`src/rtl/mult_sched_pkg.sv`:
```
// Shared types and helpers for the round-robin multiplier scheduler.
package mult_sched_pkg;

    localparam int WIDTH_DEF = 32;
    localparam int NREQ_DEF  = 4;
    localparam int HALF      = WIDTH_DEF / 2;
    localparam int OWN_W     = $clog2(NREQ_DEF);
    // Widest requester vector rr_pick can search.
    localparam int MAXREQ    = 32;

    typedef enum logic [2:0] {
        IDLE,
        ISSUE,
        CLEAR,
        RUN,
        RESP
    } state_t;

    // One-hot pick of the first set bit of req, searching upward from ptr
    // and wrapping at n. Returns zero when no bit in [0, n) is set.
    function automatic logic [MAXREQ-1:0] rr_pick(input logic [MAXREQ-1:0] req,
                                                  input int unsigned       ptr,
                                                  input int unsigned       n);
        logic [MAXREQ-1:0] g;
        int unsigned       idx;
        g = '0;
        for (int unsigned k = 0; k < MAXREQ; k++) begin
            idx = (ptr + k) % n;
            if (k < n && g == '0 && req[idx[4:0]]) begin
                g[idx[4:0]] = 1'b1;
            end
        end
        return g;
    endfunction

endpackage

```
`src/rtl/mult_sched_rr_arbiter.sv`:
```
// Combinational round-robin arbiter; the pointer register is owned by the caller.
module rr_arbiter
    import mult_sched_pkg::*;
#(
    parameter int NREQ = 4,
    localparam int OW  = (NREQ > 1) ? $clog2(NREQ) : 1
) (
    input  logic [NREQ-1:0] req,
    input  logic [OW-1:0]   ptr,
    input  logic            en,
    output logic [NREQ-1:0] gnt,
    output logic [OW-1:0]   idx
);

    // Grant the first requester at or after ptr, then encode its index.
    always_comb begin
        gnt = '0;
        idx = '0;
        if (en) begin
            gnt = NREQ'(rr_pick(MAXREQ'(req), 32'(ptr), NREQ));
        end
        for (int i = 0; i < NREQ; i++) begin
            if (gnt[i]) begin
                idx = OW'(i);
            end
        end
    end

endmodule

```
`src/rtl/mult_sched.sv`:
```
// Round-robin scheduler sharing one sequential multiplier among NREQ requesters,
// with a watchdog that aborts a multiplier that never raises done.
module mult_sched
    import mult_sched_pkg::*;
#(
    parameter int WIDTH   = 32,
    parameter int NREQ    = 4,
    parameter int TIMEOUT = 64,
    localparam int H      = WIDTH / 2,
    localparam int OW     = (NREQ > 1) ? $clog2(NREQ) : 1,
    localparam int CW     = $clog2(TIMEOUT + 1)
) (
    input  logic              clk,
    input  logic              reset,
    input  logic [NREQ-1:0]   req_valid,
    input  logic [NREQ*H-1:0] req_a,
    input  logic [NREQ*H-1:0] req_b,
    output logic [NREQ-1:0]   req_ready,
    output logic [NREQ-1:0]   rsp_valid,
    output logic [WIDTH-1:0]  rsp_result,
    output logic              rsp_err,
    output logic [H-1:0]      mul_a,
    output logic [H-1:0]      mul_b,
    output logic              mul_start,
    input  logic [WIDTH-1:0]  mul_result,
    input  logic              mul_done,
    output logic              busy,
    output logic              err_sticky
);

    state_t          state, state_nxt;
    logic [OW-1:0]   ptr;
    logic [OW-1:0]   owner;
    logic [CW-1:0]   wd_cnt;
    logic            err_r;
    logic [NREQ-1:0] gnt;
    logic [OW-1:0]   gidx;
    logic            accept;
    logic            timeout_hit;

    rr_arbiter #(.NREQ(NREQ)) u_arb (
        .req (req_valid),
        .ptr (ptr),
        .en  (state == IDLE),
        .gnt (gnt),
        .idx (gidx)
    );

    // The arbiter only grants a valid requester, so any grant is a transfer.
    assign accept      = |gnt;
    assign req_ready   = gnt;
    assign timeout_hit = (wd_cnt == CW'(TIMEOUT - 1));

    // State register.
    always_ff @(posedge clk) begin
        if (reset) begin
            state <= IDLE;
        end else begin
            state <= state_nxt;
        end
    end

    // Next-state logic and the state-decoded outputs. A done seen in the same
    // cycle as the watchdog limit wins over the abort.
    always_comb begin
        state_nxt = state;
        rsp_valid = '0;
        rsp_err   = 1'b0;
        mul_start = 1'b0;
        busy      = (state != IDLE);
        case (state)
            IDLE:  if (accept) state_nxt = ISSUE;
            ISSUE: begin
                mul_start = 1'b1;
                state_nxt = CLEAR;
            end
            CLEAR: begin
                if (!mul_done)        state_nxt = RUN;
                else if (timeout_hit) state_nxt = RESP;
            end
            RUN: begin
                if (mul_done || timeout_hit) state_nxt = RESP;
            end
            RESP: begin
                rsp_valid = NREQ'(1) << owner;
                rsp_err   = err_r;
                state_nxt = IDLE;
            end
            default: state_nxt = IDLE;
        endcase
    end

    // Operand capture, owner/pointer bookkeeping, watchdog and result latch.
    // Operands stay untouched outside the accept so the multiplier sees them stable.
    always_ff @(posedge clk) begin
        if (reset) begin
            ptr        <= '0;
            owner      <= '0;
            wd_cnt     <= '0;
            err_r      <= 1'b0;
            err_sticky <= 1'b0;
            mul_a      <= '0;
            mul_b      <= '0;
            rsp_result <= '0;
        end else begin
            case (state)
                IDLE: begin
                    if (accept) begin
                        mul_a <= req_a[int'(gidx)*H +: H];
                        mul_b <= req_b[int'(gidx)*H +: H];
                        owner <= gidx;
                        ptr   <= (gidx == OW'(NREQ - 1)) ? '0 : gidx + OW'(1);
                    end
                end
                ISSUE: begin
                    wd_cnt <= '0;
                    err_r  <= 1'b0;
                end
                CLEAR: begin
                    wd_cnt <= wd_cnt + CW'(1);
                    if (mul_done && timeout_hit) begin
                        rsp_result <= '0;
                        err_r      <= 1'b1;
                        err_sticky <= 1'b1;
                    end
                end
                RUN: begin
                    wd_cnt <= wd_cnt + CW'(1);
                    if (mul_done) begin
                        rsp_result <= mul_result;
                    end else if (timeout_hit) begin
                        rsp_result <= '0;
                        err_r      <= 1'b1;
                        err_sticky <= 1'b1;
                    end
                end
                default: ;
            endcase
        end
    end

endmodule

```
`config.mk`:
```
export PLATFORM = sky130hd
export DESIGN_NAME = mult_sched
export DESIGN_NICKNAME = d
export VERILOG_FILES = /design/src/rtl/mult_sched_pkg.sv /design/src/rtl/mult_sched_rr_arbiter.sv /design/src/rtl/mult_sched.sv
export SDC_FILE = /design/constraint.sdc
export NUM_CORES = 1
export LEC_CHECK = 0
export CAP_MARGIN = 20
export CORE_MARGIN = 8
export CORE_UTILIZATION = 45
export DETAILED_ROUTE_END_ITERATION = 8
export GPL_ROUTABILITY_DRIVEN = 0
export GPL_TIMING_DRIVEN = 0
export PLACE_DENSITY = 0.85
export SETUP_SLACK_MARGIN = 0.3
export SYNTH_ARGS = -nofsm -noshare
export SYNTH_HDL_FRONTEND = slang
export SYNTH_SLANG_ARGS = --single-unit
export TNS_END_PERCENT = 20
```
`constraint.sdc`:
```
create_clock -name clk -period 8.6 [get_ports clk]
set_input_delay 1.29 -clock clk [delete_from_list [all_inputs] [get_ports clk]]
set_output_delay 1.29 -clock clk [all_outputs]
set_load 0.02 [all_outputs]
```
==> results of run 1 <==
-- state kept, by name, indices dropped and copies added (netlist names) --
name        cells
ptr             2
state           3
wd_cnt          7
owner           2
rsp_result     32
mul_a          16
err_r           1
err_sticky      1
mul_b          16
-- area by class of cell --
type / instances / area (sq um)
Buffer: 65 / 339.1
Inverter: 44 / 165.2
Sequential cell: 80 / 1602
Multi-Input combinational cell: 475 / 3045
Clock buffer: 11 / 232.7
Antenna cell: 1 / 2.502
Clock inverter: 5 / 81.33
Tap cell: 143 / 178.9
Timing Repair Buffer: 241 / 2412
Fill cell: 951 / 3213
-- metrics by stage --
stage          util [%]  worst slack [ns]  cell area (sq um)
2_1_floorplan         -             4.061               5151
3_3_place_gp      68.69             2.691               7742
3_5_place_dp      68.69             2.661               7742
4_1_cts           71.47             2.661               8056
5_1_grt           71.47             2.521               8056
6_report          71.50             2.612               8059
-- cells by family (layout without fill, tap and decap cells) --
family | Yosys count | count (layout)
adder cells (fa/ha/maj) | 10 | 10
AO/OA/AOI/OAI | 279 | 279
other | 0 | 1
buffers and inverters | 109 | 366
flip-flops | 80 | 80
XOR/XNOR | 1 | 1
multiplexers | 13 | 13
AND/OR/NAND/NOR | 172 | 172
-- per-layer routing --
layer  global-route usage, %  up-vias
met5                       0        -
met3                   9.224       34
met4                   7.901        0
met1                   31.42     2886
met2                   45.63      323
li1                        -     2952
-- path summary, 6_finish.rpt --
path                                 end  slack, ns  cells past startpoint
hold / removal        err_r$_SDFFE_PP0P_       0.49                      2
setup reg to reg  mul_b[12]$_SDFFE_PP0P_       4.78                     14
hold reg to reg       err_r$_SDFFE_PP0P_       0.49                      2
setup / recovery            req_ready[3]       2.61                     10
-- power by group through the flow --
stage,Combinational [mW],Clock [mW],Sequential (mW)
after floorplan,1.14,0,0.566
after global placement,1.73,0,0.501
after detailed placement,1.75,0,0.504
after CTS,1.76,0.418,0.496
after global routing,1.92,0.436,0.505
final,1.79,0.415,0.497
-- critical path, stage by stage --
cell and delay (ns):
clkdlybuf4s50_1 0.51, mux4_2 0.56, buf_6 0.17, and2_4 0.15, a311oi_2 0.33, nand4_1 0.16
o22ai_1 0.23, buf_2 0.28, buf_2 0.30, clkdlybuf4s50_1 0.70
-- cell usage in the layout, fill, tap and decap left out, types with 3 or more instances in the layout --
cell type	count
clkdlybuf4s50_1	241
a21oi_1	87
dfxtp_1	80
nor2_1	62
inv_1	43
nor3_1	38
o21ai_0	38
a22oi_1	37
nand3_1	35
clkbuf_1	34
a211o_1	33
o31ai_1	33
a21oi_2	20
buf_2	19
nand2_1	10
buf_6	9
ha_1	9
clkbuf_16	9
mux2i_1	7
and3_1	7
mux4_2	4
nor2b_1	4
a31oi_1	4
buf_1	4
o211ai_1	3
and2_1	3
==> metrics.txt, run 1 <==
# TYPE chip_impl_metric gauge
chip_impl_info{name="dominantRegCellSynth",value="dfxtp_1"} 1
chip_impl_metric{name="synth.ff_latch_count",unit=""} 80
chip_impl_metric{name="synth-xor-area-share",unit="%"} 0.1700
chip_impl_metric{name="insertion_delay",unit="ns"} 0.33
chip_impl_metric{name="layout-drive-gt1-share",unit="%"} 8.686
chip_impl_metric{name="worst_setup_hold_path_clk_slew",unit="ns"} 0.06
chip_impl_metric{name="achievable-frequency",unit="MHz"} 167.0
chip_impl_metric{name="muxShareOfSynthArea",unit="%"} 3.546
chip_impl_metric{name="number_of_distinct_library_cells_after_synthesis",unit=""} 59
chip_impl_metric{name="wl_per_cell",unit="um"} 19.74
chip_impl_metric{name="largest_fanout_on_the_critical_path",unit=""} 10
chip_impl_metric{name="synth.yosys.seq_area_share",unit="%"} 31.09
chip_impl_metric{name="detailedRoute.firstPassIterationCount",unit=""} 5
chip_impl_info{name="cp-end-kind",value="primary output"} 1
chip_impl_metric{name="cts_setup_buffers",unit=""} 0
chip_impl_metric{name="route.met2.wl",unit="um"} 9943
chip_impl_metric{name="tritoncts.num_buffers",unit=""} 9
chip_impl_info{name="timing.critical_path.from_type",value="input port"} 1
chip_impl_metric{name="floorplan.die.height",unit="um"} 123.0
chip_impl_info{name="cts_tree",value="built"} 1
chip_impl_metric{name="wl_met3",unit="um"} 2667
chip_impl_metric{name="starting_density_of_the_core",unit="%"} 45.70
chip_impl_metric{name="cell_internal_pwr",unit="mW"} 1.411
chip_impl_metric{name="pwr-share-clk",unit="%"} 15.4
chip_impl_metric{name="post_synth_instance_area",unit="sq um"} 5151
chip_impl_metric{name="flow.area_growth_from_synthesis",unit="%"} 56.45
chip_impl_metric{name="cts.htree.levels",unit=""} 3
chip_impl_metric{name="io_buffer_count",unit=""} 241
chip_impl_info{name="main_combinational_cell_family_by_area_after_synthesis",value="compound AO/OA/AOI/OAI gates"} 1
chip_impl_metric{name="final-max-slew-violation-count",unit=""} 0
chip_impl_metric{name="post_synth_inst_count",unit=""} 664
chip_impl_metric{name="min_period_over_period",unit="%"} 69.63
chip_impl_metric{name="cts.repair.resized",unit=""} 0
chip_impl_metric{name="grt_start_max_net_pins",unit=""} 14
chip_impl_info{name="post_synth_most_frequent_cells",value="87 x a21oi_1, 80 x dfxtp_1, 62 x nor2_1"} 1
chip_impl_info{name="rr_startpoint",value="ptr[0]$_SDFFE_PP0P_"} 1
chip_impl_metric{name="layoutNonFillerInstCount",unit=""} 1065
chip_impl_metric{name="tightest_slew",unit="ns"} 0.7859
chip_impl_metric{name="fin_worst_hold_slack",unit="ns"} 0.4862
chip_impl_metric{name="die-width",unit="um"} 123.0
chip_impl_metric{name="timing.final.crit_period",unit="ns"} 5.988
chip_impl_info{name="hold_path.startpoint",value="err_r$_SDFFE_PP0P_"} 1
chip_impl_info{name="crit_path_start",value="req_valid[3]"} 1
chip_impl_info{name="setup.worst_path.class",value="in -> out"} 1
chip_impl_info{name="unrepaired_setup_endpoints_after_global_routing",value="false"} 1
chip_impl_metric{name="globalRouteOverflowTotal",unit=""} 0
chip_impl_metric{name="setup_viol",unit=""} 0
chip_impl_metric{name="yosys.area.top_type_share",unit="%"} 31.09
chip_impl_metric{name="via_count_of_the_first_global_routing_pass",unit=""} 6062
chip_impl_info{name="top_layer",value="met4"} 1
chip_impl_metric{name="num-nets-final",unit=""} 1092
chip_impl_metric{name="worst_ep_arrival_time",unit="ns"} 4.70
chip_impl_metric{name="drcViolationCount",unit=""} 0
chip_impl_metric{name="post-place-cells",unit=""} 1048
chip_impl_metric{name="synth-compound-area-share",unit="%"} 37.19
chip_impl_metric{name="synth-warning-count",unit=""} 0
chip_impl_info{name="yosysMostFrequentCell",value="a21oi_1"} 1
chip_impl_info{name="status",value="completed"} 1
chip_impl_metric{name="p_leak",unit="nW"} 3.017
chip_impl_metric{name="timing.setup.tns",unit="ns"} 0
chip_impl_metric{name="m1WireLength",unit="um"} 7997
chip_impl_metric{name="max-vdd-ir-drop",unit="uV"} 200.2
chip_impl_metric{name="max-cap-violations",unit=""} 0
chip_impl_metric{name="syn_nets",unit=""} 840
chip_impl_metric{name="number_of_enable_type_register_cells_in_the_synthesized_netlist",unit=""} 0
chip_impl_metric{name="synth_fa_ha_area_share",unit="%"} 2.380
chip_impl_metric{name="die-area",unit="sq um"} 15130
chip_impl_metric{name="skew",unit="ns"} 0.006180
chip_impl_metric{name="dr_total_vias",unit=""} 6195
chip_impl_metric{name="postCtsHoldBufs",unit=""} 0
chip_impl_metric{name="placementRows",unit=""} 39
chip_impl_info{name="hold_path.class",value="reg -> reg"} 1
chip_impl_metric{name="drt_iter0_drc",unit=""} 498
chip_impl_metric{name="comb_power_share",unit="%"} 66.2
chip_impl_metric{name="total_switching_power",unit="mW"} 1.287
chip_impl_metric{name="seq_power_share",unit="%"} 18.4
chip_impl_metric{name="synthSimpleGateAreaFrac",unit="%"} 15.84
chip_impl_metric{name="hold_viol_final",unit=""} 0
chip_impl_metric{name="avgViaCountPerCell",unit=""} 5.817
chip_impl_metric{name="grt_first_pass_wirelength",unit="um"} 32440
chip_impl_metric{name="pin_count",unit=""} 243
chip_impl_metric{name="pnr_total_power",unit="mW"} 2.697
chip_impl_metric{name="totalWireLength",unit="um"} 21030
chip_impl_metric{name="critPathRequiredTime",unit="ns"} 7.31
chip_impl_metric{name="postSynthAreaPerCell",unit="sq um"} 7.758
chip_impl_metric{name="antenna_violation_net_count_after_detailed_routing",unit=""} 0
chip_impl_metric{name="tritoncts_num_sinks",unit=""} 80
chip_impl_metric{name="dp_hpwl",unit="um"} 16490
chip_impl_metric{name="p_per_area",unit="nW/um^2"} 334.7
chip_impl_metric{name="timing.slew.headroom",unit="%"} 47.20
chip_impl_metric{name="cts_buffer_depth",unit=""} 2
chip_impl_info{name="clock_root_buffer",value="clkbuf_16"} 1
chip_impl_metric{name="synthArstFlopShare",unit="%"} 0
chip_impl_metric{name="grt_antenna_before_repair",unit=""} 0
chip_impl_info{name="netlist.top_cell.by_area",value="dfxtp_1"} 1
chip_impl_metric{name="switching_share",unit="%"} 47.70
chip_impl_metric{name="placeableCoreArea",unit="sq um"} 11270
chip_impl_info{name="post_synth_main_area_contributors",value="dfxtp_1 31%, a21oi_1 8.5%, a211o_1 5.6%"} 1
chip_impl_metric{name="grt.total_usage",unit="%"} 26.85
Power figures use the tool's default switching activity.
==> inputs of run 2 (changes only) <==
--- a/config.mk
+++ b/config.mk
@@ -7,11 +7,11 @@
 export LEC_CHECK = 0
 export CAP_MARGIN = 20
 export CORE_MARGIN = 8
-export CORE_UTILIZATION = 45
+export CORE_UTILIZATION = 38
 export DETAILED_ROUTE_END_ITERATION = 8
 export GPL_ROUTABILITY_DRIVEN = 0
 export GPL_TIMING_DRIVEN = 0
-export PLACE_DENSITY = 0.85
+export PLACE_DENSITY = 0.76
 export SETUP_SLACK_MARGIN = 0.3
 export SYNTH_ARGS = -nofsm -noshare
 export SYNTH_HDL_FRONTEND = slang
==> constraint.sdc (replaced) <==
create_clock -name clk -period 5.5 [get_ports clk]
set_input_delay 0.825 -clock clk [delete_from_list [all_inputs] [get_ports clk]]
set_output_delay 0.825 -clock clk [all_outputs]
set_load 0.02 [all_outputs]
==> run 2 against run 1 <==
Effect of this change:
- design area rose by 0.67%
- count of clock-buffer cells in the layout rose by 2
- sequential power rose by 56%
- die area rose by 16%
- sequential cell count did not move
- power rose by 56%
- largest cell class unchanged
- largest power group unchanged
- highest routed layer is now met5
==> metrics.txt, run 2 (synthesized netlist as in run 1, its figures left out) <==
# TYPE chip_impl_metric gauge
chip_impl_info{name="status",value="completed"} 1
chip_impl_metric{name="rrSetupSlack",unit="ns"} 1.67
chip_impl_metric{name="ff_latch_area",unit="sq um"} 1603
chip_impl_info{name="hold_path.class",value="reg -> reg"} 1
chip_impl_metric{name="io_buffer_count",unit=""} 241
chip_impl_info{name="timing.critical_path.from_type",value="register"} 1
chip_impl_metric{name="detailedRoute.firstPassIterationCount",unit=""} 5
chip_impl_metric{name="worst_r2r_path_depth",unit=""} 13
chip_impl_metric{name="num-nets-final",unit=""} 1092
chip_impl_metric{name="min_period_over_period",unit="%"} 91.49
chip_impl_metric{name="drt_iter0_drc",unit=""} 414
chip_impl_metric{name="cts_buffer_depth",unit=""} 2
chip_impl_info{name="cts_tree",value="built"} 1
chip_impl_metric{name="critical_path.n_buffers_inverters",unit=""} 7
chip_impl_info{name="unrepaired_setup_endpoints_after_global_routing",value="true"} 1
chip_impl_info{name="setup.worst_path.class",value="reg -> out"} 1
chip_impl_metric{name="avgViaCountPerCell",unit=""} 5.546
chip_impl_metric{name="grt.total_usage",unit="%"} 23.31
chip_impl_info{name="rr_startpoint",value="ptr[0]$_SDFFE_PP0P_"} 1
chip_impl_info{name="cp_slowest_cell",value="or4_4"} 1
chip_impl_metric{name="timing.setup.tns",unit="ns"} 0
chip_impl_info{name="cp-end-kind",value="primary output"} 1
chip_impl_metric{name="die-area",unit="sq um"} 17540
chip_impl_metric{name="totalWireLength",unit="um"} 21230
chip_impl_metric{name="n_fill_cell",unit=""} 1217
chip_impl_metric{name="largest_fanout_on_the_critical_path",unit=""} 10
chip_impl_metric{name="insertion_delay",unit="ns"} 0.35
chip_impl_info{name="top_regs",value="rsp_result x32, mul_a x16, mul_b x16"} 1
chip_impl_metric{name="cts_setup_buffers",unit=""} 0
chip_impl_metric{name="timing.slew.headroom",unit="%"} 46.08
chip_impl_metric{name="via_count_of_the_first_global_routing_pass",unit=""} 6100
chip_impl_metric{name="layout-drive-gt1-share",unit="%"} 9.012
chip_impl_info{name="timing.hold.worst_endpoint",value="err_r$_SDFFE_PP0P_"} 1
chip_impl_metric{name="critPathRequiredTime",unit="ns"} 4.68
chip_impl_metric{name="final-max-slew-violation-count",unit=""} 0
chip_impl_metric{name="tritoncts.num_buffers",unit=""} 9
chip_impl_metric{name="die-width",unit="um"} 132.4
chip_impl_metric{name="p_per_area",unit="nW/um^2"} 519.1
chip_impl_info{name="top_register",value="rsp_result"} 1
chip_impl_info{name="critical_path.cell_chain",value="buf_6 > inv_1 > ha_1 > buf_2 > or4_4 > a21bo_1 > o2111ai_1 > a31oi_1 > a31oi_1 > buf_2 > buf_2 > inv_1 > clkdlybuf4s50_1"} 1
chip_impl_metric{name="timing.final.crit_period",unit="ns"} 5.032
chip_impl_metric{name="largest_register_ff_count",unit=""} 32
chip_impl_metric{name="flow.area_growth_from_synthesis",unit="%"} 57.49
chip_impl_metric{name="dp_hpwl",unit="um"} 16620
chip_impl_metric{name="antenna_violation_net_count_after_detailed_routing",unit=""} 0
chip_impl_metric{name="p_leak",unit="nW"} 3.024
chip_impl_metric{name="achievable-frequency",unit="MHz"} 198.7
chip_impl_metric{name="hold_viol_final",unit=""} 0
chip_impl_info{name="crit_family",value="buffers and inverters"} 1
chip_impl_metric{name="drcViolationCount",unit=""} 0
chip_impl_metric{name="max-vdd-ir-drop",unit="uV"} 269.5
chip_impl_metric{name="worstHoldPathCells",unit=""} 2
chip_impl_metric{name="slowest_delay",unit="ns"} 0.58
chip_impl_metric{name="globalRouteOverflowTotal",unit=""} 0
chip_impl_metric{name="tritoncts_num_sinks",unit=""} 80
chip_impl_metric{name="final_worst_setup_slack",unit="ns"} 0.4681
chip_impl_info{name="final_cell_mix",value="241 x clkdlybuf4s50_1, 87 x a21oi_1, 79 x dfxtp_1, 62 x nor2_1, 43 x inv_1"} 1
chip_impl_metric{name="worst_setup_hold_path_clk_slew",unit="ns"} 0.07
chip_impl_metric{name="grt_start_max_net_pins",unit=""} 14
chip_impl_metric{name="setup_viol",unit=""} 0
chip_impl_metric{name="pin_count",unit=""} 243
chip_impl_metric{name="tightest_slew",unit="ns"} 0.8026
chip_impl_info{name="hold_path.startpoint",value="err_r$_SDFFE_PP0P_"} 1
chip_impl_metric{name="combined_area_of_the_multi_input_logic_cells",unit="sq um"} 3050
chip_impl_metric{name="floorplan.die.height",unit="um"} 132.4
chip_impl_metric{name="skew",unit="ns"} 0.007996
chip_impl_metric{name="placeableCoreArea",unit="sq um"} 13240
chip_impl_metric{name="grt_antenna_before_repair",unit=""} 2
chip_impl_metric{name="worst_ep_arrival_time",unit="ns"} 4.21
chip_impl_metric{name="grt_first_pass_wirelength",unit="um"} 33060
chip_impl_metric{name="wl_per_cell",unit="um"} 19.34
chip_impl_metric{name="starting_density_of_the_core",unit="%"} 38.90
chip_impl_info{name="most_common_library_cell_in_the_layout_ignoring_fill_and_taps",value="clkdlybuf4s50_1"} 1
chip_impl_metric{name="postCtsHoldBufs",unit=""} 0
chip_impl_metric{name="cts.htree.levels",unit=""} 3
chip_impl_info{name="worst_path_most_repeated_cell",value="buf_2"} 1
chip_impl_metric{name="dr_total_vias",unit=""} 6090
chip_impl_info{name="clock_root_buffer",value="clkbuf_16"} 1
chip_impl_info{name="reg2reg_to",value="mul_a[12]$_SDFFE_PP0P_"} 1
chip_impl_metric{name="placementRows",unit=""} 42
chip_impl_metric{name="max-cap-violations",unit=""} 0
chip_impl_metric{name="pre_cts_ws",unit="ns"} 0.4571
chip_impl_metric{name="cts.repair.resized",unit=""} 0
[run 2: cell count changes in the layout (fill, tap and decap cells not counted), sizes merged]
cell | before | now
clkbuf | 44 | 47
buf | 32 | 31
bufinv | 2 | 1
clkinv | 2 | 1
clkinvlp | 1 | 0
inv | 44 | 45
[run 2: metrics by stage]
step,cells,util [%],instance area [sq um],hold slack [ns],power [mW]
final,1098,61.26,8113,0.4936,4.211
after global routing,1098,61.26,8113,0.5165,4.502
after CTS,1097,61.18,8102,0.4922,4.198
after detailed placement,1081,58.78,7784,0.4785,3.538
after global placement,1081,58.78,7784,0.4715,3.518
after floorplan,664,-,5151,0.4643,2.661
[run 2: tightest hold or removal path, delay by kind of cell, from the launching register on]
kind | cells | cell delay (ns)
flip-flops | 1 | 0.31
AND/OR/NAND/NOR | 2 | 0.15
[run 2: final cells by class]
class | instances | share of cell area, %
flip-flops and latches | 80 | 19.76
clock buffers | 13 | 3.331
inverters | 44 | 2.036
clock inverters | 3 | 0.5861
well taps | 176 | 2.714
diodes | 1 | 0.03085
repair buffers | 241 | 29.73
multi-input cells | 475 | 37.60
plain buffers | 65 | 4.210
[run 2: worst max path at each step]
| stage | cells past startpoint | end | start | slack (ns) |
|---|---|---|---|---|
| 2_1_floorplan | 12 | req_ready[2] | ptr[0]$_SDFFE_PP0P_ | 1.79 |
| 3_3_place_gp | 10 | req_ready[3] | req_valid[3] | 0.46 |
| 3_5_place_dp | 10 | req_ready[3] | req_valid[3] | 0.46 |
| 4_1_cts | 10 | req_ready[3] | req_valid[3] | 0.45 |
| 5_1_grt | 13 | req_ready[2] | ptr[0]$_SDFFE_PP0P_ | 0.27 |
| 6_report | 13 | req_ready[2] | ptr[0]$_SDFFE_PP0P_ | 0.47 |
[run 2: metal layers]
layer  wire length, um  global-route usage [%]
met1              8503                   26.31
met4               464                   7.003
met2              9825                   38.87
met3              2425                   10.22
met5                13                       0
[run 2: where the power goes]
group | switching, mW | internal, mW
combinational | 1.67 | 1.11
clock | 0.260 | 0.392
sequential | 0.0726 | 0.704
total | 2.01 | 2.20
